<file path="src/rtl/cobs_package.sv">
`default_nettype none
// ============================================================================
//  Module      : cobs_package
//  Description : Definitions shared by the COBS encoder and decoder. This
//                covers the frame delimiter, the largest code byte and the
//                decoder state type.
//  Revision    : 1.0  initial release
// ============================================================================
package cobs_package;

    localparam logic [7:0] COBS_DELIMITER = 8'h00;
    localparam logic [7:0] COBS_MAX_CODE  = 8'hFF;

    typedef enum logic [1:0] {
        COBS_CODE    = 2'd0,
        COBS_DATA    = 2'd1,
        COBS_DISCARD = 2'd2
    } cobs_dec_state_t;

endpackage
`default_nettype wire

</file>
<file path="src/rtl/cobs_axis_decoder.sv">
`default_nettype none
// ============================================================================
//  Module      : cobs_axis_decoder
//  Description : Removes COBS framing from the host->device byte stream.
//                The input is a 0x00-delimited encoded stream on 8-bit AXIS.
//                The output is decoded payload packets on 8-bit AXIS, with
//                tlast on the final byte and tuser=1 on the tlast beat of a
//                corrupt or truncated frame.
//  Ports       : clk, rst            - clock, synchronous active-high reset
//                s_axis_t*           - encoded byte stream in
//                m_axis_t*           - decoded payload out (tlast/tuser)
//                frame_done          - pulse after a good frame's last beat
//                                      is accepted downstream
//                frame_err           - pulse on truncation/oversize error
//  Revision    : 1.0  initial release
// ============================================================================
module cobs_axis_decoder
    import cobs_package::*;
#(
    parameter int MAX_FRAME_BYTES = 1024
)
(
    input  logic       clk,
    input  logic       rst,
    input  logic [7:0] s_axis_tdata,
    input  logic       s_axis_tvalid,
    output logic       s_axis_tready,
    output logic [7:0] m_axis_tdata,
    output logic       m_axis_tvalid,
    input  logic       m_axis_tready,
    output logic       m_axis_tlast,
    output logic       m_axis_tuser,
    output logic       frame_done,
    output logic       frame_err
);

    localparam int                 COUNT_W     = $clog2(MAX_FRAME_BYTES + 1);
    localparam logic [COUNT_W-1:0] C_COUNT_MAX = COUNT_W'(MAX_FRAME_BYTES);

    cobs_dec_state_t    r_state;
    cobs_dec_state_t    w_next_state;

    // The hold register keeps one decoded byte back until the next input
    // byte reveals whether that byte ends the frame.
    logic               r_hold_valid;
    logic [7:0]         r_hold_data;
    logic               r_zero_pend;
    logic [7:0]         r_rem;
    logic [COUNT_W-1:0] r_count;

    logic               r_out_valid;
    logic [7:0]         r_out_data;
    logic               r_out_last;
    logic               r_out_user;
    logic               r_frame_done;
    logic               r_frame_err;

    logic               w_s_ready;
    logic               w_accept;
    logic               w_is_delim;
    logic               w_out_take;

    logic               w_push_req;
    logic [7:0]         w_push_data;
    logic               w_flush_req;
    logic               w_flush_user_req;
    logic               w_err_req;
    logic               w_clear;
    logic               w_load_code;
    logic               w_rem_dec;

    logic               w_overflow;
    logic               w_push;
    logic               w_flush;
    logic               w_flush_user;
    logic               w_err;

    // Every accepted byte moves at most one byte from hold to out. Input
    // stalls whenever out is occupied and not draining, so a push or flush
    // always finds room in out.
    assign w_s_ready  = !rst && (!r_out_valid || m_axis_tready);
    assign w_accept   = s_axis_tvalid && w_s_ready;
    assign w_is_delim = (s_axis_tdata == COBS_DELIMITER);
    assign w_out_take = r_out_valid && m_axis_tready;

    // ------------------------------------------------------------------
    // State register
    // ------------------------------------------------------------------
    always_ff @(posedge clk) begin
        if (rst) begin
            r_state <= COBS_CODE;
        end else begin
            r_state <= w_next_state;
        end
    end

    // ------------------------------------------------------------------
    // Next-state logic
    // ------------------------------------------------------------------
    always_comb begin
        w_next_state = r_state;
        if (w_accept) begin
            case (r_state)
                COBS_CODE: begin
                    if (!w_is_delim) begin
                        if (w_overflow) begin
                            w_next_state = COBS_DISCARD;
                        end else if (s_axis_tdata != 8'h01) begin
                            w_next_state = COBS_DATA;
                        end
                    end
                end
                COBS_DATA: begin
                    if (w_is_delim) begin
                        w_next_state = COBS_CODE;
                    end else if (w_overflow) begin
                        w_next_state = COBS_DISCARD;
                    end else if (r_rem == 8'd1) begin
                        w_next_state = COBS_CODE;
                    end
                end
                COBS_DISCARD: begin
                    if (w_is_delim) begin
                        w_next_state = COBS_CODE;
                    end
                end
                default: w_next_state = COBS_CODE;
            endcase
        end
    end

    // ------------------------------------------------------------------
    // Output / datapath control decode
    // ------------------------------------------------------------------
    always_comb begin
        w_push_req       = 1'b0;
        w_push_data      = s_axis_tdata;
        w_flush_req      = 1'b0;
        w_flush_user_req = 1'b0;
        w_err_req        = 1'b0;
        w_clear          = 1'b0;
        w_load_code      = 1'b0;
        w_rem_dec        = 1'b0;
        if (w_accept) begin
            case (r_state)
                COBS_CODE: begin
                    if (w_is_delim) begin
                        w_flush_req = 1'b1;
                        w_clear     = 1'b1;
                    end else begin
                        // The zero implied by the previous short block is
                        // only real once another block follows it.
                        w_push_req  = r_zero_pend;
                        w_push_data = COBS_DELIMITER;
                        w_load_code = 1'b1;
                    end
                end
                COBS_DATA: begin
                    if (w_is_delim) begin
                        w_flush_req      = 1'b1;
                        w_flush_user_req = 1'b1;
                        w_err_req        = 1'b1;
                        w_clear          = 1'b1;
                    end else begin
                        w_push_req = 1'b1;
                        w_rem_dec  = 1'b1;
                    end
                end
                COBS_DISCARD: begin
                    w_clear = w_is_delim;
                end
                default: ;
            endcase
        end
    end

    // A push past the limit becomes a corrupt-frame flush instead.
    assign w_overflow   = w_push_req && (r_count == C_COUNT_MAX);
    assign w_push       = w_push_req && !w_overflow;
    assign w_flush      = (w_flush_req || w_overflow) && r_hold_valid;
    assign w_flush_user = w_flush_user_req || w_overflow;
    assign w_err        = w_err_req || w_overflow;

    // ------------------------------------------------------------------
    // Hold / out datapath and status pulses
    // ------------------------------------------------------------------
    always_ff @(posedge clk) begin
        if (rst) begin
            r_hold_valid <= 1'b0;
            r_hold_data  <= 8'h00;
            r_zero_pend  <= 1'b0;
            r_rem        <= 8'h00;
            r_count      <= '0;
            r_out_valid  <= 1'b0;
            r_out_data   <= 8'h00;
            r_out_last   <= 1'b0;
            r_out_user   <= 1'b0;
            r_frame_done <= 1'b0;
            r_frame_err  <= 1'b0;
        end else begin
            r_frame_done <= w_out_take && r_out_last && !r_out_user;
            r_frame_err  <= w_err;

            if (w_out_take) begin
                r_out_valid <= 1'b0;
            end

            if (w_push) begin
                if (r_hold_valid) begin
                    r_out_valid <= 1'b1;
                    r_out_data  <= r_hold_data;
                    r_out_last  <= 1'b0;
                    r_out_user  <= 1'b0;
                end
                r_hold_data  <= w_push_data;
                r_hold_valid <= 1'b1;
                r_count      <= r_count + 1'b1;
            end else if (w_flush) begin
                r_out_valid  <= 1'b1;
                r_out_data   <= r_hold_data;
                r_out_last   <= 1'b1;
                r_out_user   <= w_flush_user;
                r_hold_valid <= 1'b0;
            end

            if (w_load_code) begin
                r_rem       <= s_axis_tdata - 8'd1;
                r_zero_pend <= (s_axis_tdata != COBS_MAX_CODE);
            end
            if (w_rem_dec) begin
                r_rem <= r_rem - 8'd1;
            end
            // Frame end or abort: forget the pending zero and the byte count.
            if (w_clear || w_overflow) begin
                r_count     <= '0;
                r_zero_pend <= 1'b0;
            end
        end
    end

    assign s_axis_tready = w_s_ready;
    assign m_axis_tvalid = r_out_valid;
    assign m_axis_tdata  = r_out_data;
    assign m_axis_tlast  = r_out_last;
    assign m_axis_tuser  = r_out_user;
    assign frame_done    = r_frame_done;
    assign frame_err     = r_frame_err;

endmodule
`default_nettype wire

</file>
<file path="config.mk">
export PLATFORM = sky130hd
export DESIGN_NAME = cobs_axis_decoder
export DESIGN_NICKNAME = d
export VERILOG_FILES = /design/src/rtl/cobs_package.sv /design/src/rtl/cobs_axis_decoder.sv
export SDC_FILE = /design/constraint.sdc
export NUM_CORES = 1
export LEC_CHECK = 0
export ABC_AREA = 0
export ABC_CLOCK_PERIOD_IN_PS = 4600
export CORE_UTILIZATION = 60
export CTS_CLUSTER_DIAMETER = 200
export DETAILED_ROUTE_END_ITERATION = 10
export GPL_TIMING_DRIVEN = 0
export PLACE_DENSITY = 0.95
export SYNTH_ARGS = -nofsm -noshare
export SYNTH_HDL_FRONTEND = slang
export SYNTH_SLANG_ARGS = --single-unit
</file>
<file path="constraint.sdc">
create_clock -name clk -period 4.6 [get_ports clk]
set_clock_uncertainty 0.1 [all_clocks]
set_input_delay 1.38 -clock clk [delete_from_list [all_inputs] [get_ports clk]]
set_output_delay 1.38 -clock clk [all_outputs]
set_load 0.01 [all_outputs]
</file>
==> impl_metrics.csv <==
group,metric,value,unit
status,status,"completed",
grt,grt_pass1_wl,8700,um
clocking,cts_max_level,2,
cells_and_area,drive_above_1_share,8.00,%
setup_path,worstSetupPathType,"in2out",
synth,synthDistinctLibCells,48,
min_path,whs_path_depth,2,
setup_path,cp_common_cell,"clkdlybuf4s50_1",
clocking,cts_setup_buffers,0,
sta,fin_crit_sh,92.4,%
drt,drtIter0Drc,227,
die,design.die.area,4000,um2
cells_and_area,final_cell_count_no_fill,346,
clocking,path_clk_slew,0.08,ns
setup_path,end_kind,"primary output",
sta,hold_viol,0,
sta,finalSetupViolCount,0,
sta,timing.fmax,0.235,GHz
drt,drc,0,
die,start_util,64.9,%
setup_path,crit_chain,"clkdlybuf4s50_1, nor2b_1, nor2_1, clkdlybuf4s50_1",
place,place_hpwl,3700,um
power,cellPowerDensity,287,nW/um2
clocking,clockBufferDepth,2,
drt,via_per_inst,6.15,
clocking,cts_tree,"done",
sta,fin_setup_tns,0,ns
sta,period_minus_slack,4.25,ns
synth,ys_seq_elements,44,
die,die_y,63.3,um
cells_and_area,regArea,881,um2
die,fp.dieW,63.3,um
setup_path,cp-start-kind,"primary input",
clocking,hold_buffers,0,
synth,synth_area_leader_cell,"dfxtp_1",
synth,synth_commonest_cells,"dfxtp_1 (44), nor2_1 (32), nand2_1 (27), a21oi_1 (21), nand3_1 (12)",
setup_path,cp_max_fo,6,
cells_and_area,diodes,0,
clocking,cts_buffers,5,
sta,relSlewSlack,52.7,%
clocking,clk_latency,0.30,ns
synth,synth-edff-count,0,
grt,grt_usage,27.8,%
synth,async_flop_share,0,%
setup_path,slowest_stage,"clkdlybuf4s50_1",
synth,syn_area,2250,um2
drt,wl_per_cell,14.9,um
grt,grt_max_degree,15,
setup_path,cp_slowest_stage_delay,0.49,ns
clocking,root_buffer,"clkbuf_8",
synth,synth_most_common_cell,"dfxtp_1",
cells_and_area,fillers,254,
cells_and_area,area_delta_synth_final,16.9,%
grt,antenna_found_initial,0,
synth,yosys-top-cells-area,"dfxtp_1 (39%), nor2_1 (5.3%), a21oi_1 (4.7%), nand2_1 (4.5%), mux2i_1 (4.4%)",
grt,grt_pass1_vias,1869,
clocking,cts.sinks,44,
synth,syn_nets,289,
synth,synthFlopType,"dfxtp_1",
sta,worst_pin_slew,0.703,ns
synth,syn_inst,270,
die,rows,21,
place,gp_congestion,0.862,
sta,rsz0062_at_grt,"false",
drt,vias,2128,
cells_and_area,fin_nets,318,
sta,slew_violations,0,
drt,wl,5160,um
synth,avgSynthCellArea,8.34,um2
power,leakagePower,0.000917,uW
power,ir_drop,0.259,mV
min_path,timing.hold.worst.class,"reg2reg",
setup_path,critPathArrivalTime,2.77,ns
synth,synth_top_area_share,39.1,%
die,num_io_pins,26,
grt,overflow,0,
setup_path,cp.required,3.12,ns
place,dp_cells,339,
setup_path,rr_worst_depth,6,
drt,ant_nets,0,
clocking,cts_resized,0,
flow_run,max_cap_violations,0,
drt,drtPass1Iterations,5,
die,coreArea,3470,um2
cells_and_area,multiInputGateArea,1260,um2
synth,ys_warn_count,0,
synth,synth-seq-area-share,39.1,%
place,numPortBuffers,23,
## cell families after synthesis
family	synth area share, %
AOI/OAI and AO/OA	15.2
adders and majority gates	3.89
muxes	4.44
and+or+nand+nor	27.4
buffers and inverters	4.89
xor gates and xnor gates	5.06
DFF	39.1
## metal layers
metal  wire length (um)  GRT usage, %  vias to the layer above  share of wire [%]
met3                332          5.62                       12                6.4
met1               2270          35.9                     1006                 44
li1                   -             -                     1027                  -
met4                 88          11.9                        0                1.7
met5                  0             0                        -                  0
met2               2470          44.8                       83                 48
## cell usage in the layout (no fill, tap or decap), drive strengths merged, types with 2 or more instances in the layout
master and n:
clkinvlp 2, nand3 12, a21oi 21, nand4 9, mux2i 10, clkbuf 14, o22ai 3, o21ai 10
nor4 10, buf 6, or4b 2, a31o 2, and2 2, xnor2 8, nor2b 3, inv 8
nor2 33, a31oi 2, clkdlybuf4s50 23, ha 7, xor2 5, dfxtp 44, nor4b 2, and4 2
a211oi 4, or3 3, nor3b 2, o211ai 4, nand2 27, nor3 8
## worst max-delay path: cells and delay by family
family / cells / cell delay (ns)
buffers and inverters: 2 / 0.91
AND/OR/NAND/NOR: 2 / 0.49
## layout make-up
type	instances	share of cell area [%]
multi-input combinational	203	47.9
inverter	8	1.14
buffer	14	2.90
tap	46	2.19
clock buffer	6	3.14
clock inverter	2	0.570
sequential	44	33.4
timing repair buffer	23	8.74
## metrics by stage
stage	setup slack, ns	hold WS, ns	cell area (um2)	util (%)	power [uW]
CTS	0.0967	0.365	2640	76.0	756
floorplan	0.870	0.332	2250	-	473
detailed placement	0.110	0.354	2540	73.2	505
global route	0.221	0.391	2630	75.9	785
global placement	0.108	0.344	2540	73.2	501
finish	0.351	0.363	2630	75.9	757
## final timing paths
check / startpoint / end / slack, ns
max: m_axis_tready / s_axis_tready / 0.35
min: r_hold_data[2]$_SDFFE_PP0P_ / r_hold_data[2]$_SDFFE_PP0P_ / 0.36
max reg2reg: m_axis_tvalid$_SDFF_PP0_ / r_rem[6]$_SDFFE_PP0P_ / 2.38
min reg2reg: r_hold_data[2]$_SDFFE_PP0P_ / r_hold_data[2]$_SDFFE_PP0P_ / 0.36
## power breakdown
part | total (uW) | internal (uW) | switching (uW)
clock | 258 | 122 | 136
sequential | 400 | 391 | 9.54
combinational | 98.5 | 39.4 | 59.0
## state kept, by name, summed over array words and instances, names as in the netlist, 2 cells and up
signal and cells:
m_axis_tdata 8, r_state 2, r_count 11, r_hold_data 8, r_rem 8
Note: power is estimated with default switching activity, not from simulation.
